`config.mk`:
```
export PLATFORM = sky130hd
export DESIGN_NAME = icache_refill
export DESIGN_NICKNAME = d
export VERILOG_FILES = /design/src/rtl/icache_pkg.sv /design/src/rtl/icache_refill_timer.sv /design/src/rtl/icache_refill.sv
export SDC_FILE = /design/constraint.sdc
export NUM_CORES = 1
export LEC_CHECK = 0
export CORE_AREA = 3 3 85 87
export CTS_CLUSTER_DIAMETER = 50
export DETAILED_ROUTE_END_ITERATION = 8
export DIE_AREA = 0 0 88 90
export PLACE_DENSITY = 0.83
export SLEW_MARGIN = 20
export SYNTH_ARGS = -nofsm -noshare
export SYNTH_HDL_FRONTEND = slang
export SYNTH_SLANG_ARGS = --single-unit
```
`constraint.sdc`:
```
create_clock -name CLK -period 3.9 [get_ports CLK]
set_input_delay 0.585 -clock CLK [delete_from_list [all_inputs] [get_ports CLK]]
set_output_delay 0.585 -clock CLK [all_outputs]
set_load 0.05 [all_outputs]
```
`src/rtl/icache_pkg.sv`:
```
// Shared definitions for the instruction-cache refill path.
// ADDR_W is also imported by the icache itself so both agree on addressing.
package icache_pkg;
    localparam int ADDR_W             = 20;
    localparam int LINE_OFF_W         = 2;
    localparam int DEF_TIMEOUT_CYCLES = 64;
    localparam int DEF_MAX_RETRY      = 3;

    typedef enum logic [1:0] {
        IDLE    = 2'd0,
        REQ     = 2'd1,
        DELIVER = 2'd2,
        ERR     = 2'd3
    } refill_state_t;
endpackage

```
`src/rtl/icache_refill_timer.sv`:
```
// Per-byte wait timer and retry counter for the refill engine.
// expire flags the last waiting cycle of an attempt; exhausted means no retries remain.
module refill_timer #(
    parameter int TIMEOUT_CYCLES = icache_pkg::DEF_TIMEOUT_CYCLES,
    parameter int MAX_RETRY      = icache_pkg::DEF_MAX_RETRY
) (
    input  logic CLK,
    input  logic RST,
    input  logic clr,
    input  logic run,
    output logic expire,
    output logic exhausted
);
    localparam int TW = (TIMEOUT_CYCLES > 1) ? $clog2(TIMEOUT_CYCLES) : 1;
    localparam int RW = (MAX_RETRY > 0) ? $clog2(MAX_RETRY + 1) : 1;
    localparam logic [TW-1:0] T_LAST = TW'(TIMEOUT_CYCLES - 1);
    localparam logic [RW-1:0] R_MAX  = RW'(MAX_RETRY);

    logic [TW-1:0] timer;
    logic [RW-1:0] retry_cnt;

    assign expire    = run && (timer == T_LAST);
    assign exhausted = (retry_cnt == R_MAX);

    always_ff @(posedge CLK) begin
        if (RST || clr) begin
            timer     <= '0;
            retry_cnt <= '0;
        end else if (run) begin
            if (timer == T_LAST) begin
                timer <= '0;
                // saturate so the count never wraps on the final expiry
                if (!exhausted)
                    retry_cnt <= retry_cnt + 1'b1;
            end else begin
                timer <= timer + 1'b1;
            end
        end
    end
endmodule

```
`src/rtl/icache_refill.sv`:
```
// Refill engine: fetches a 32-bit little-endian word as four byte reads from
// program memory on an icache miss, then strobes it back to the icache.
module icache_refill #(
    parameter int ADDR_W         = icache_pkg::ADDR_W,
    parameter int TIMEOUT_CYCLES = icache_pkg::DEF_TIMEOUT_CYCLES,
    parameter int MAX_RETRY      = icache_pkg::DEF_MAX_RETRY
) (
    input  logic              CLK,
    input  logic              RST,
    input  logic              cache_miss,
    input  logic [ADDR_W-1:0] miss_addr,
    output logic              fetch,
    output logic [31:0]       write_data,
    output logic              busy,
    output logic              mem_req,
    output logic [ADDR_W-1:0] mem_addr,
    input  logic              mem_ack,
    input  logic [7:0]        mem_rdata,
    output logic              timeout_err
);
    import icache_pkg::*;

    localparam logic [ADDR_W-1:0] LINE_MASK = ~ADDR_W'((1 << LINE_OFF_W) - 1);

    refill_state_t         state;
    logic [ADDR_W-1:0]     line_addr;
    logic [LINE_OFF_W-1:0] byte_cnt;
    logic                  clr, run, expire, exhausted;

    // mem_req low while in REQ marks the one-cycle gap before a re-issue
    assign run = (state == REQ) && mem_req && !mem_ack;
    assign clr = (state == IDLE) || ((state == REQ) && mem_req && mem_ack);

    refill_timer #(
        .TIMEOUT_CYCLES (TIMEOUT_CYCLES),
        .MAX_RETRY      (MAX_RETRY)
    ) u_timer (
        .CLK       (CLK),
        .RST       (RST),
        .clr       (clr),
        .run       (run),
        .expire    (expire),
        .exhausted (exhausted)
    );

    always_ff @(posedge CLK) begin
        if (RST) begin
            state       <= IDLE;
            line_addr   <= '0;
            byte_cnt    <= '0;
            fetch       <= 1'b0;
            write_data  <= '0;
            busy        <= 1'b0;
            mem_req     <= 1'b0;
            mem_addr    <= '0;
            timeout_err <= 1'b0;
        end else begin
            fetch <= 1'b0;
            case (state)
                IDLE: begin
                    if (cache_miss) begin
                        line_addr <= miss_addr & LINE_MASK;
                        mem_addr  <= miss_addr & LINE_MASK;
                        byte_cnt  <= '0;
                        mem_req   <= 1'b1;
                        busy      <= 1'b1;
                        state     <= REQ;
                    end
                end
                REQ: begin
                    if (!mem_req) begin
                        mem_req <= 1'b1;
                    end else if (mem_ack) begin
                        write_data[8*byte_cnt +: 8] <= mem_rdata;
                        if (byte_cnt == LINE_OFF_W'(3)) begin
                            mem_req <= 1'b0;
                            fetch   <= 1'b1;
                            state   <= DELIVER;
                        end else begin
                            byte_cnt <= byte_cnt + 1'b1;
                            mem_addr <= line_addr | ADDR_W'(byte_cnt + 1'b1);
                        end
                    end else if (expire) begin
                        mem_req <= 1'b0;
                        if (exhausted) begin
                            timeout_err <= 1'b1;
                            state       <= ERR;
                        end
                    end
                end
                DELIVER: begin
                    busy  <= 1'b0;
                    state <= IDLE;
                end
                ERR: begin
                    // stalled until reset
                end
                default: state <= IDLE;
            endcase
        end
    end
endmodule

```
==> results of run 1 <==
[layout make-up]
cell class / instances / area, um^2
clock buffer: 11 / 151
timing repair buffer: 88 / 868
clock inverter: 5 / 58.8
fill: 517 / 1990
inverter: 6 / 22.5
multi-input combinational: 266 / 1550
tap: 77 / 96.3
sequential: 84 / 1680
[state kept, by name, summed over array words and instances (netlist names)]
name and flops:
u_timer.timer 6, mem_addr 20, fetch 1, mem_req 1, state 2, line_addr 18
u_timer.retry_cnt 2, write_data 32, busy 1, timeout_err 1
[synth_stat cells, types with 2 or more instances]
cell,count
a211oi_1,17
dfxtp_1,84
nand3_1,25
ha_1,7
inv_1,6
nor2_1,33
nand2b_1,4
clkbuf_1,12
a21oi_1,47
buf_4,3
mux2i_1,19
or2_2,2
xnor2_1,3
buf_2,8
a21oi_2,2
and2_1,3
xor2_1,3
and3_1,2
nand2_1,70
a22o_1,8
nor3_1,2
[routing by layer]
metal / wire length [um] / GRT usage
met5: 0 / 0
met4: 168 / 0.0729
met3: 585 / 0.0923
met2: 3760 / 0.327
met1: 3270 / 0.246
[power by group through the flow]
stage,logic [uW],clock network (uW),registers [uW]
6_report,288,640,914
5_1_grt,311,698,920
4_1_cts,291,658,914
3_5_place_dp,290,0,934
3_3_place_gp,286,0,933
2_1_floorplan,109,0,1010
[cell families (layout without fill, tap and decap cells)]
group / Yosys count / count (layout)
buffers and inverters: 29 / 110
multiplexers: 19 / 19
flip-flops: 84 / 84
adder cells (fa/ha/maj): 7 / 7
XOR/XNOR: 6 / 6
AO/OA/AOI/OAI: 81 / 81
AND/OR/NAND/NOR: 153 / 153
[how the worst max path moves through the flow]
stage                endpoint  slack [ns]  cells past startpoint
5_1_grt        write_data[20]        1.59                      6
2_1_floorplan  write_data[20]        1.74                      6
6_report              mem_req        1.64                      1
3_3_place_gp   write_data[31]        1.48                      5
3_5_place_dp   write_data[25]        1.46                      5
4_1_cts               mem_req        1.63                      1
[metrics by stage]
stage               instance area, um^2  power (uW)  cells  hold slack (ns)
floorplan                          3360        1120    379            0.432
global placement                   4220        1220    521            0.439
detailed placement                 4220        1220    521            0.444
CTS                                4430        1860    537            0.454
global route                       4430        1930    537            0.482
finish                             4430        1840    537            0.452
==> results.toml, run 1 <==
[setup_path]
startpoint = "mem_req"
slowest_delay_ns = 0.85
path_class = "register to output port"
cp.buffers_inverters = 1
crit_path_cell_trace = "clkdlybuf4s50_1"
worstSetupEndpointType = "output port"
ff2ff_path_depth = 6
crit_required_ns = 3.31
start_kind = "register"
critical_path_arrival_ns = 1.67
reg2reg_slack_ns = 1.80
cp_max_fo = 8
cp_slowest_cell = "clkdlybuf4s50_1"
reg2reg_to = "write_data[19]"
r2r_start = "mem_addr[0]"
cpLargestDelayFamily = "buffers and inverters"

[pwr]
seqPwrFrac = 0.496
p_per_area_nw_per_um2 = 416
p_leak_uw = 0.00164
power_frac_comb = 0.156
p_switching_uw = 510
pwr-share-clk = 0.348
vdd_ir_drop_max_uv = 314
intPower_uw = 1330
swShare = 0.277

[timing]
fin_skew_ns = 0.00847
maxSlewViolCount = 0
hold_viol_final = 0
relSlewSlack = 0.475
finalWorstSetupSlack_ns = 1.64
rsz0062_at_grt = "no"
setup_tns_ns = 0
fmaxAchievable_mhz = 443
post-route-min-period_ns = 2.26
tightest_slew_ns = 0.781
setup_viol = 0
final.period_utilization = 0.579

[drt]
wl_um = 7780
detail_route.first_pass.iterations = 4
drt_iter0_drc = 120
routedWlPerCell_um = 14.5
drc_errors = 0
ant_nets = 0
num_vias = 2890
viasPerCell = 5.38

[clocking]
cts_resized = 0
clkLatencyLatePin_ns = 0.35
cts_made_buffers = 9
cts_max_level = 3
cts_buffer_depth = 2
ctsHoldBuffers = 0
cts_num_sinks = 84
postCtsSetupBuffers = 0
cts_tree = "built"
cts_root_buffer = "clkbuf_8"
clk_pin_slew_ns = 0.08

[synthesis]
synth-adder-area-share = 0.0261
synthFlopType = "dfxtp_1"
seq_area_frac_synth = 0.501
syn_inst = 379
synth-xor-area-share = 0.0156
ys_ff_latch = 84
synth_fp_nets = 418
synthSimpleGateAreaFrac = 0.211
synth_warnings = 0
syn_area_um2 = 3360
synth_edf_count = 0
async_reset_ff_frac = 0
synth_area_leaders = "dfxtp_1 50%, nand2_1 7.8%, a21oi_1 7.0%, mux2i_1 5.7%, a211oi_1 3.8%"
synth_top_area_cell = "dfxtp_1"
synth_cell_types = 40
avgSynthCellArea_um2 = 8.86
synth_top_area_frac = 0.501
synth_mux_area_frac = 0.0566
synth_top_family_by_area = "simple AND/OR/NAND/NOR gates"
synth_compound_area_frac = 0.151

[worst_hold_path]
hp-class = "register to register"
min_to = "write_data[21]"
min_from = "write_data[21]"
whs_path_depth = 2

[floorplan]
dieWidth_um = 88
die_height_um = 90
pin_count = 88
start_util = 0.523
dieArea_um2 = 7920
rows = 29
core_area_um2 = 6420

[layout]
fin_util = 0.689
mostFrequentLayoutCells = "84 x dfxtp_1, 84 x clkdlybuf4s50_1, 70 x nand2_1"
diodes = 0
drive_gt1_frac = 0.0630
nets = 494
area_delta_synth_final_pct = 31.9

[placed_design]
portBuffers = 85
hpwlAfterDp_um = 5460
place_ws_ns = 1.46
place.gp.congestion = 0.803

[grt]
grt_pass1_wl_um = 13100
grt_max_degree = 42
antenna_found_initial = 0
grt.total_usage = 0.207
grt_overflow = 0
grt_pass1_vias = 2879

[flow_run]
drv_cap = 0

[run_status]
status = "finished, final reports clean"
Note: power is estimated with default switching activity, not from simulation.
==> run 2: changes to the inputs <==
- CORE_AREA: 3 3 85 87 -> 3 3 88 90
- DIE_AREA: 0 0 88 90 -> 0 0 91 93
- PLACE_DENSITY: 0.83 -> 0.78
- clock period: 3.9 -> 2.35 ns (I/O delays scaled with it)
==> run 2 against run 1 <==
Against the previous run:
- sequential power grew 66%
- first-iteration DRC count decreased by 24%
- clock power rose by 78%
- largest power group unchanged
==> results.toml, run 2 (synthesis results as in run 1) <==
[run_status]
status = "finished, final reports clean"

[clocking]
cts_num_sinks = 84
cts_max_level = 3
ctsHoldBuffers = 0
postCtsSetupBuffers = 0
clkLatencyLatePin_ns = 0.34
cts_resized = 0
cts_made_buffers = 9
cts_tree = "built"
cts_root_buffer = "clkbuf_8"
clk_pin_slew_ns = 0.08
cts_buffer_depth = 2

[drt]
wl_um = 7860
viasPerCell = 5.22
drt_iter0_drc = 91
num_vias = 2939
routedWlPerCell_um = 14.0
drc_errors = 0
ant_nets = 0
detail_route.first_pass.iterations = 5

[setup_path]
start_kind = "register"
crit_cells = 1
cp_slowest_cell = "clkdlybuf4s50_1"
worstSetupEndpointType = "output port"
cp_max_fo = 8
ff2ff_path_depth = 6
crit_path_cell_trace = "clkdlybuf4s50_1"
path_class = "register to output port"
cpLargestDelayFamily = "buffers and inverters"
crit_required_ns = 2.00
cp.buffers_inverters = 1
slowest_delay_ns = 0.86
critical_path_arrival_ns = 1.67

[floorplan]
pin_count = 88
core_area_um2 = 7140
start_util = 0.471
rows = 31
dieArea_um2 = 8460
die_height_um = 93
dieWidth_um = 91

[timing]
setup_tns_ns = 0
tightest_slew_ns = 0.534
rsz0062_at_grt = "no"
setup_viol = 0
fin_skew_ns = 0.00942
post-route-min-period_ns = 2.02
relSlewSlack = 0.643
fmaxAchievable_mhz = 495
hold_viol_final = 0
final.period_utilization = 0.859
maxSlewViolCount = 0

[layout]
largest_register_ff_count = 32
drive_gt1_frac = 0.0690
mostFrequentLayoutCells = "84 x dfxtp_1, 84 x clkdlybuf4s50_1, 70 x nand2_1"
area_delta_synth_final_pct = 34.7
diodes = 0
largestRegisters = "write_data x32, mem_addr x20, line_addr x18"
regMostFlops = "write_data"
design_area_um2 = 4520
nets = 498

[grt]
grt_overflow = 0
antenna_found_initial = 0
grt_pass1_vias = 2823
grt.total_usage = 0.186
grt_max_degree = 52
grt_pass1_wl_um = 13000

[placed_design]
place.gp.congestion = 0.786
hpwlAfterDp_um = 5590
place_area_um2 = 4300
portBuffers = 85

[worst_hold_path]
hp-class = "input port to register"
whs_path_depth = 2

[pwr]
p_leak_uw = 0.00169
vdd_ir_drop_max_uv = 424
p_per_area_nw_per_um2 = 696

[flow_run]
drv_cap = 0
[run 2: cell types whose count changed in the layout (fill, tap and decap cells not counted), sizes merged]
cell	delta
buf	+4
bufinv	+1
clkinv	+3
inv	-1
clkinvlp	-2
clkbuf	-1
[run 2: power breakdown]
part | switching [uW] | internal (uW)
Clock | 512 | 628
Combinational | 300 | 188
Sequential | 37.3 | 1480
Total | 850 | 2300
[run 2: final cells by class]
| cell class | count | area, um^2 |
|---|---|---|
| clock buffers | 10 | 138 |
| clock inverters | 6 | 87.6 |
| fillers | 622 | 2610 |
| inverters | 6 | 22.5 |
| multi-input cells | 266 | 1550 |
| flip-flops and latches | 84 | 1680 |
| well taps | 99 | 124 |
| repair buffers | 92 | 923 |
[run 2: worst paths after layout]
path | slack (ns) | endpoint | startpoint
max | 0.33 | mem_req | mem_req
min | 0.42 | state[0] | RST
max reg2reg | 0.48 | write_data[14] | mem_addr[0]
min reg2reg | 0.45 | write_data[3] | write_data[3]
[run 2: metrics by stage]
stage,power [uW],utilization,hold WS [ns],worst slack (ns),std cells
2_1_floorplan,1860,-,0.432,0.192,379
3_3_place_gp,2030,0.602,0.439,0.336,547
3_5_place_dp,2040,0.602,0.446,0.281,547
4_1_cts,3160,0.634,0.415,0.327,563
5_1_grt,3280,0.634,0.443,0.274,563
6_report,3150,0.634,0.422,0.331,563
[run 2: per-layer routing]
| layer | track usage | routed length [um] |
|---|---|---|
| met5 | 0 | 0 |
| met1 | 0.232 | 3580 |
| met3 | 0.0515 | 516 |
| met4 | 0.0704 | 136 |
| met2 | 0.305 | 3620 |
